`config.mk`:
```
export PLATFORM = sky130hd
export DESIGN_NAME = mem_stage_lsu
export DESIGN_NICKNAME = d
export VERILOG_FILES = /design/src/rtl/mem_stage_lsu.sv
export SDC_FILE = /design/constraint.sdc
export NUM_CORES = 1
export LEC_CHECK = 0
export ABC_AREA = 1
export BUFFER_PORTS_ARGS = -buffer_cell sky130_fd_sc_hd__buf_4
export CORE_MARGIN = 2
export CORE_UTILIZATION = 49
export DETAILED_ROUTE_END_ITERATION = 8
export PLACE_DENSITY = 0.81
export SLEW_MARGIN = 20
export SYNTH_ARGS = -nofsm -noshare
export SYNTH_HDL_FRONTEND = slang
export SYNTH_SLANG_ARGS = --single-unit
```
`constraint.sdc`:
```
create_clock -name clk -period 1.4 [get_ports clk]
set_input_delay 0.14 -clock clk [delete_from_list [all_inputs] [get_ports clk]]
set_output_delay 0.14 -clock clk [all_outputs]
set_load 0.05 [all_outputs]
```
`src/rtl/mem_stage_lsu.sv`:
```
// mem_stage_lsu: MEM pipeline stage. It issues one load or store at a time
// over a req/ack data bus, stalls upstream while the access is outstanding,
// and registers write-back data, index and write enable toward MEM/WB.
// Optional feature macro: MEM_SUBWORD_EN enables byte/half accesses (lane
// enables, store replication, load lane extract with sign/zero extension).
// Without the macro every access is a full word.
module mem_stage_lsu #(
    parameter int ADDR_W   = 32,
    parameter int WB_REG_W = 6
) (
    input  logic                clk,
    input  logic                rst_n,
    input  logic                ex_valid,
    input  logic [31:0]         ex_alu_result,
    input  logic [31:0]         ex_store_data,
    input  logic [WB_REG_W-1:0] ex_wb_reg,
    input  logic                ex_reg_write,
    input  logic                ex_mem_read,
    input  logic                ex_mem_write,
    input  logic [1:0]          ex_size,
    input  logic                ex_unsigned,
    output logic                mem_stall,
    output logic                mem_req,
    output logic                mem_we,
    output logic [ADDR_W-1:0]   mem_addr,
    output logic [31:0]         mem_wdata,
    output logic [3:0]          mem_be,
    input  logic                mem_ack,
    input  logic [31:0]         mem_rdata,
    output logic                wb_valid,
    output logic [31:0]         wb_data,
    output logic [WB_REG_W-1:0] wb_reg,
    output logic                wb_reg_write
);

    typedef enum logic {IDLE = 1'b0, BUSY = 1'b1} state_t;

    state_t                r_state;
    logic                  r_is_load;
    logic [WB_REG_W-1:0]   r_pend_reg;
    logic                  r_pend_we;

    logic                  w_memop;
    logic [3:0]            w_be;
    logic [31:0]           w_wdata;
    logic [31:0]           w_ldata;

    // A set mem_write wins over mem_read, so the illegal read+write combo is a store
    assign w_memop = ex_mem_read | ex_mem_write;

    // Stall the issue cycle of a memory op and every BUSY cycle until ack arrives
    assign mem_stall = (r_state == IDLE) ? (ex_valid & w_memop) : ~mem_ack;

`ifdef MEM_SUBWORD_EN
    logic [1:0] r_size;
    logic       r_uns;
    logic [7:0] w_lbyte;
    logic [15:0] w_lhalf;

    // Remember access size/sign for formatting the returning load data
    always_ff @(posedge clk or negedge rst_n) begin
        if (!rst_n) begin
            r_size <= 2'b00;
            r_uns  <= 1'b0;
        end else if (r_state == IDLE && ex_valid && w_memop) begin
            r_size <= ex_size;
            r_uns  <= ex_unsigned;
        end
    end

    // Store lane enables and replicated write data by access size
    always_comb begin
        w_be    = 4'hF;
        w_wdata = ex_store_data;
        case (ex_size)
            2'b00: begin
                w_be    = 4'b0001 << ex_alu_result[1:0];
                w_wdata = {4{ex_store_data[7:0]}};
            end
            2'b01: begin
                w_be    = ex_alu_result[1] ? 4'hC : 4'h3;
                w_wdata = {2{ex_store_data[15:0]}};
            end
            default: ;
        endcase
    end

    // Pick the addressed lane from read data and extend it
    always_comb begin
        w_lbyte = mem_rdata[8*mem_addr[1:0] +: 8];
        w_lhalf = mem_addr[1] ? mem_rdata[31:16] : mem_rdata[15:0];
        case (r_size)
            2'b00:   w_ldata = {{24{~r_uns & w_lbyte[7]}}, w_lbyte};
            2'b01:   w_ldata = {{16{~r_uns & w_lhalf[15]}}, w_lhalf};
            default: w_ldata = mem_rdata;
        endcase
    end
`else
    logic w_unused;
    assign w_unused = ^{ex_size, ex_unsigned};
    assign w_be     = 4'hF;
    assign w_wdata  = ex_store_data;
    assign w_ldata  = mem_rdata;
`endif

    // IDLE/BUSY control with registered bus and write-back outputs
    always_ff @(posedge clk or negedge rst_n) begin
        if (!rst_n) begin
            r_state      <= IDLE;
            r_is_load    <= 1'b0;
            r_pend_reg   <= '0;
            r_pend_we    <= 1'b0;
            mem_req      <= 1'b0;
            mem_we       <= 1'b0;
            mem_addr     <= '0;
            mem_wdata    <= '0;
            mem_be       <= 4'h0;
            wb_valid     <= 1'b0;
            wb_data      <= '0;
            wb_reg       <= '0;
            wb_reg_write <= 1'b0;
        end else begin
            case (r_state)
                IDLE: begin
                    if (ex_valid && w_memop) begin
                        r_state    <= BUSY;
                        r_is_load  <= ~ex_mem_write;
                        r_pend_reg <= ex_wb_reg;
                        r_pend_we  <= ex_reg_write & ~ex_mem_write;
                        mem_req    <= 1'b1;
                        mem_we     <= ex_mem_write;
                        mem_addr   <= ex_alu_result[ADDR_W-1:0];
                        mem_wdata  <= w_wdata;
                        mem_be     <= w_be;
                        wb_valid   <= 1'b0;
                    end else if (ex_valid) begin
                        wb_valid     <= 1'b1;
                        wb_data      <= ex_alu_result;
                        wb_reg       <= ex_wb_reg;
                        wb_reg_write <= ex_reg_write;
                    end else begin
                        wb_valid <= 1'b0;
                    end
                end
                BUSY: begin
                    if (mem_ack) begin
                        r_state      <= IDLE;
                        mem_req      <= 1'b0;
                        wb_valid     <= 1'b1;
                        wb_reg       <= r_pend_reg;
                        wb_reg_write <= r_pend_we;
                        // Stores report their effective address as data
                        wb_data      <= r_is_load ? w_ldata : 32'(mem_addr);
                    end
                end
                default: r_state <= IDLE;
            endcase
        end
    end

endmodule
```
==> reports/metrics.cfg, run 1 <==
[outcome]
status = finished, violations left
violations = setup timing

[grt]
track_usage_pct = 29.3
use_met3_pct = 7.98
grt_pass1_vias = 6040
grt_max_degree = 66
grt.overflow.total = 0
grt_util_met1_pct = 35.4
grt_first_pass_wirelength_mm = 29.1
grt_antenna_before_repair = 0
grt.busiest_layer = met2
grt_util_met2_pct = 48.9

[timing]
fin_crit_ns = 1.42
setup_violations = 1
rsz0062_at_grt = true
max_freq_mhz = 703
fin_crit_sh_pct = 102
finClkSkew_ns = 0.00547
setup_ws_ns = -0.0221
setup_tns_ns = -0.0221
hold_violations = 0
worst_pin_slew_ns = 0.336
slew_headroom_pct = 77.6
finalMaxSlewViolations = 0

[clock_network]
worstSkewPairLatency_ns = 0.41
cts_tree = done
path_clk_slew_ns = 0.06
cts.sinks = 116
numCtsBuffers = 17
cts_root_buf = clkbuf_16
cts_htree_levels = 4
cts.path.max_buffers = 2

[power_and_ir_drop]
power_leakage_nw = 5.04
clockPowerShare_pct = 28.0
seqPwrFrac_pct = 29.2
combPwrFrac_pct = 42.8
p_sw_mw = 6.88
p_int_mw = 9.41
p_per_area_nw_per_um2 = 1840
ir_worst_vdd_uv = 1380
sw_frac_of_total_pct = 42.2

[synth]
synthAdderAreaFrac_pct = 0
synth_edf_count = 0
synth-compound-area-share_pct = 1.24
synth_top_area_share_pct = 51.5
synthXorXnorAreaFrac_pct = 0
post_synth_num_cell_types = 15
synth_top_family_by_area = simple AND/OR/NAND/NOR gates
synth_ff_type = dfrtp_1
synth_top_area_cell = dfrtp_1
synth-simple-area-share_pct = 36.9
synth_fp_nets = 874
ys_top_cells_by_area = dfrtp_1, nand2_1, nand3_1
syn_avg_cell_area_um2 = 7.40
synthCells = 762
yosysSeqAreaShare_pct = 51.5
synth_area_um2 = 5640
synth_seq_cells = 116
synth_mux_area_share_pct = 0
ys_warn_count = 0
ys_async_sr_fraction_pct = 100

[setup_path]
crit_buf_inv = 3
critical_path_depth = 4
crit_family = flip-flops
worst-r2r-cell-count = 7
crit_chain = inv_6 > buf_12 > o21ai_4 > buf_8
cpMaxStageDelayCell = dfrtp_2
crit_fanout = 4
worstSetupEndpointType = output port
arrival_ns = 1.28
setup.worst_path.start_class = flop
slowest_delay_ns = 0.40
required_ns = 1.26
critPathKind = flop to output port

[place]
port_buffers = 219
dpl_cell_area_um2 = 7410
pre_cts_ws_ns = 0.127
place.gp.congestion = 0.803
dpl.hpwl_mm = 10.5

[die]
die_h_um = 111
start_util_pct = 49.8
fp.dieW_um = 111
row_count = 39
io_pins = 223
core_area_um2 = 11300
die_area_um2 = 12400

[drt]
routed_wl_mm = 17.7
viasPerCell = 5.06
drc_errors = 0
drt_pass1_iterations = 6
via_count = 6050
antenna_left = 0
wl_per_cell_um = 14.8
drtIter0Drc = 453

[finish]
drive_gt1_share_pct = 27.3
fin_nets = 1152
area_delta_synth_final_pct = 56.7
fin_area_um2 = 8830
antenna_cells = 0
top_regs = mem_addr: 32 flops, mem_wdata: 32 flops, wb_data: 32 flops

[worst_hold_path]
hp-class = input pin to flop
holdPathStages = 3

[flow_run]
drv_cap = 0

==> metrics by stage <==
stage               util (%)  total power, mW  cells  hold WS (ns)
floorplan                  -             9.18    762        -0.156
global placement        65.5             11.3   1090         0.179
detailed placement      65.5             11.4   1090         0.177
CTS                     78.0             16.3   1196       0.00317
global route            78.0             17.0   1196        0.0198
finish                  78.0             16.3   1196       0.00806
==> cells in the final DEF (no fill, tap or decap), drive strengths merged <==
| cell | netlist | final |
|---|---|---|
| bufinv | 0 | 4 |
| dfrtp | 116 | 116 |
| clkbuf | 12 | 19 |
| clkinvlp | 0 | 4 |
| nand3 | 138 | 138 |
| nor2 | 3 | 3 |
| dlygate4sd3 | 0 | 67 |
| buf | 42 | 244 |
| bufbuf | 0 | 2 |
| inv | 74 | 74 |
| o21ai | 14 | 14 |
| nand2 | 363 | 363 |
| clkinv | 0 | 5 |
==> worst paths after layout <==
path                       slack [ns]                       from                   endpoint
min in group asynchronous        0.27                      rst_n   mem_addr[16]$_DFFE_PN0P_
hold reg to reg                  0.47  mem_wdata[20]$_DFFE_PN0P_  mem_wdata[20]$_DFFE_PN0P_
setup / recovery                -0.02          r_state$_DFF_PN0_                  mem_stall
setup reg to reg                 0.11          r_state$_DFF_PN0_    wb_data[13]$_DFFE_PN0P_
max in group asynchronous        0.83                      rst_n  mem_wdata[11]$_DFFE_PN0P_
hold / removal                  0.008               ex_wb_reg[4]  r_pend_reg[4]$_DFFE_PN0P_
==> Yosys cell counts, types with 2 or more instances <==
| library cell | number |
|---|---|
| nand3_1 | 137 |
| buf_6 | 2 |
| nand2_1 | 361 |
| buf_4 | 15 |
| o21ai_0 | 14 |
| dfrtp_1 | 116 |
| inv_1 | 72 |
| buf_2 | 25 |
| clkbuf_1 | 12 |
| nand2_2 | 2 |
| nor2_2 | 2 |
==> cell type report <==
type                            instances  area, µm²
Clock buffer                           19        443
Clock inverter                         13        183
Fill cell                             749       2490
Inverter                               74        283
Multi-Input combinational cell        518       2170
Sequential cell                       116       2900
Tap cell                              143        179
Timing Repair Buffer                  313       2670
==> layer usage <==
layer / vias up / routed length [µm] / part of all wire (%)
li1: 2896 / - / -
met1: 2826 / 7010 / 40
met2: 283 / 8760 / 49
met3: 45 / 1430 / 8.0
met4: 0 / 542 / 3.1
met5: - / 0 / 0
==> repair_timing <==
item                                   4_1_cts  5_1_grt
endpoints found under the hold margin      182        0
buffers inserted                             5        0
resized for setup                            4        2
gates cloned                                 2        0
setup endpoints to repair                    1       27
hold buffers                                67        0
pin swaps                                    1        0
==> kinds of logic after synthesis <==
group	Yosys count
compound gates	14
simple gates	504
flops	116
buf+inv	128
==> worst min-delay path, cell delays in order <==
cell     delay, ns
buf_4         0.11
inv_1         0.05
o21ai_0       0.07
==> power groups by stage <==
stage | Combinational [mW] | Sequential (mW) | Clock, mW
floorplan | 1.67 | 7.51 | 0
global placement | 6.55 | 4.77 | 0
detailed placement | 6.64 | 4.78 | 0
CTS | 6.94 | 4.74 | 4.60
global route | 7.40 | 4.86 | 4.79
finish | 6.98 | 4.76 | 4.56
(Power assumes the default switching activity.)
==> run 2, diff against run 1 <==
--- a/config.mk
+++ b/config.mk
@@ -10,7 +10,9 @@
 export CORE_MARGIN = 2
 export CORE_UTILIZATION = 49
 export DETAILED_ROUTE_END_ITERATION = 8
+export GPL_TIMING_DRIVEN = 0
 export PLACE_DENSITY = 0.81
+export REMOVE_ABC_BUFFERS = 1
 export SLEW_MARGIN = 20
 export SYNTH_ARGS = -nofsm -noshare
 export SYNTH_HDL_FRONTEND = slang
==> run 2 against run 1 <==
The flow still finishes with violations (setup timing). First-iteration DRC count grew 62%. Register-to-register slack lost 0.34 ns. Clock skew grew 0.013 ns. Utilization grew 8.9 points. Clock power grew 16%. Critical path type unchanged. Design area grew 11%. Critical path depth grew 2. Highest routed layer unchanged. Count of clock-buffer cells in the layout grew 1.
==> reports/metrics.cfg, run 2 (synthesis gave the netlist of run 1 again) <==
[setup_path]
critical_path_depth = 6
cpMaxStageDelayCell = dfrtp_4
crit_buf_inv = 4
crit_fanout = 4
crit_chain = buf_12 > inv_16 > nand2_8 > buf_16 > o21ai_4 > buf_6
endpoint = mem_stall
r2r_end = wb_data[15]$_DFFE_PN0P_
arrival_ns = 1.55
setup.worst_path.start_class = flop
slowest_delay_ns = 0.49
required_ns = 1.26
worstSetupEndpointType = output port
crit_family = buffers and inverters
critPathKind = flop to output port
worst-r2r-cell-count = 8
rrSetupSlack_ns = -0.23
startpoint = r_state$_DFF_PN0_
r2r-start = r_state$_DFF_PN0_

[timing]
slew_headroom_pct = 64.4
hold_violations = 0
fin_crit_ns = 1.69
finalMaxSlewViolations = 0
max_freq_mhz = 593
finClkSkew_ns = 0.0180
worst_pin_slew_ns = 0.534
fin_crit_sh_pct = 120
rsz0062_at_grt = true
setup_violations = 74
fin_hold_ws_ns = 0.0228
setup_ws_ns = -0.285

[power_and_ir_drop]
power.total_mw = 18.1
p_per_area_nw_per_um2 = 1840
ir_worst_vdd_uv = 1260
power_leakage_nw = 5.43

[finish]
antenna_cells = 0
top_regs = mem_addr: 32 flops, mem_wdata: 32 flops, wb_data: 32 flops
final_cell_mix = nand2_1, buf_4, nand3_1
final_util_pct = 87.0
nFillCells = 581
fin_nets = 1187
area_delta_synth_final_pct = 74.6
fin_area_um2 = 9850
final_common_cell = nand2_1
drive_gt1_share_pct = 33.8

[grt]
grt_pass1_vias = 6814
grt_first_pass_wirelength_mm = 36.3
track_usage_pct = 38.2
grt_antenna_before_repair = 0
grt_max_degree = 62
grt.overflow.total = 0

[worst_hold_path]
hp-class = input pin to flop

[clock_network]
cts.sinks = 116
cts_htree_levels = 4
cts.path.max_buffers = 2
worstSkewPairLatency_ns = 0.43
numCtsBuffers = 17
cts_tree = done
path_clk_slew_ns = 0.06
cts_root_buf = clkbuf_16

[die]
io_pins = 223
die_area_um2 = 12400
core_area_um2 = 11300
start_util_pct = 49.8
fp.dieW_um = 111
row_count = 39
die_h_um = 111

[drt]
via_count = 6989
drc_errors = 0
dr.max_layer_used = met4
drtIter0Drc = 733
wl_per_cell_um = 20.4
viasPerCell = 5.68
routed_wl_mm = 25.1
met1_length_mm = 8.77
antenna_left = 0
route.met2.wl_mm = 12.0
met3_length_mm = 3.10
drt_pass1_iterations = 5

[place]
port_buffers = 219
dpl_cell_area_um2 = 7290
place.gp.congestion = 0.800
dpl.hpwl_mm = 10.1

[outcome]
status = finished, violations left
violations = setup timing

[flow_run]
drv_cap = 0

==> run 2: cell count changes in the layout (fill, tap and decap cells not counted), sizes merged <==
cell / before / now
buf: 244 / 261
bufbuf: 2 / 1
bufinv: 4 / 7
clkbuf: 19 / 21
dlygate4sd3: 67 / 66
inv: 74 / 75
nand2: 363 / 373
nand3: 138 / 142
==> run 2: per-stage QoR <==
stage | setup TNS [ns] | setup slack, ns | std cells
after floorplan | -212.36 | -3.07 | 708
after global placement | -495.17 | -5.08 | 1070
after detailed placement | -175.60 | -2.51 | 1075
after CTS | -4.58 | -0.286 | 1212
after global routing | -9.62 | -0.313 | 1231
final | -6.64 | -0.285 | 1231
==> run 2: area by class of cell <==
cell class | instances | area (µm²) | area share, %
inverters | 74 | 302 | 3.06
multi-input cells | 532 | 2620 | 26.6
flip-flops and latches | 116 | 2910 | 29.6
well taps | 143 | 179 | 1.82
repair inverters | 5 | 113 | 1.14
repair buffers | 329 | 3010 | 30.5
clock inverters | 12 | 249 | 2.53
clock buffers | 20 | 467 | 4.74
==> run 2: timing repair <==
item / 4_1_cts / 5_1_grt
pin swaps: 4 / 17
setup buffers: 18 / 16
resized for setup: 51 / 71
endpoints found under the hold margin: 120 / 0
hold buffers: 66 / 0
setup endpoints to repair: 117 / 111
cloned: 21 / 4
==> run 2: per-layer routing <==
metal,GRT usage (%),vias up
met3,11.9,142
met4,18.1,0
met2,62.5,608
li1,-,2996
met5,0,-
met1,46.2,3243
==> run 2: worst register-to-register path, cell delays in order (launching register included) <==
cell and delay (ns):
dfrtp_4 0.49, buf_4 0.16, buf_12 0.14, buf_12 0.14
bufbuf_16 0.28, nand3_1 0.09, nand2_1 0.06, nand2_1 0.10
nand2_1 0.08
==> run 2: power by group <==
| part | switching [mW] | leakage, nW | internal, mW |
|---|---|---|---|
| combinational | 5.40 | 3.66 | 2.53 |
| sequential | 0.652 | 1.44 | 4.21 |
| clock | 1.65 | 0.335 | 3.66 |
==> run 2: worst min path at each step <==
stage | start | end | slack (ns) | cells after the start
2_1_floorplan | rst_n | mem_addr[0]$_DFFE_PN0P_ | -0.16 | 0
3_3_place_gp | ex_store_data[1] | mem_wdata[1]$_DFFE_PN0P_ | 0.37 | 3
3_5_place_dp | rst_n | mem_addr[26]$_DFFE_PN0P_ | 0.14 | 1
4_1_cts | ex_store_data[3] | mem_wdata[3]$_DFFE_PN0P_ | 0.003 | 3
5_1_grt | ex_store_data[3] | mem_wdata[3]$_DFFE_PN0P_ | 0.03 | 3
6_report | ex_store_data[3] | mem_wdata[3]$_DFFE_PN0P_ | 0.02 | 3
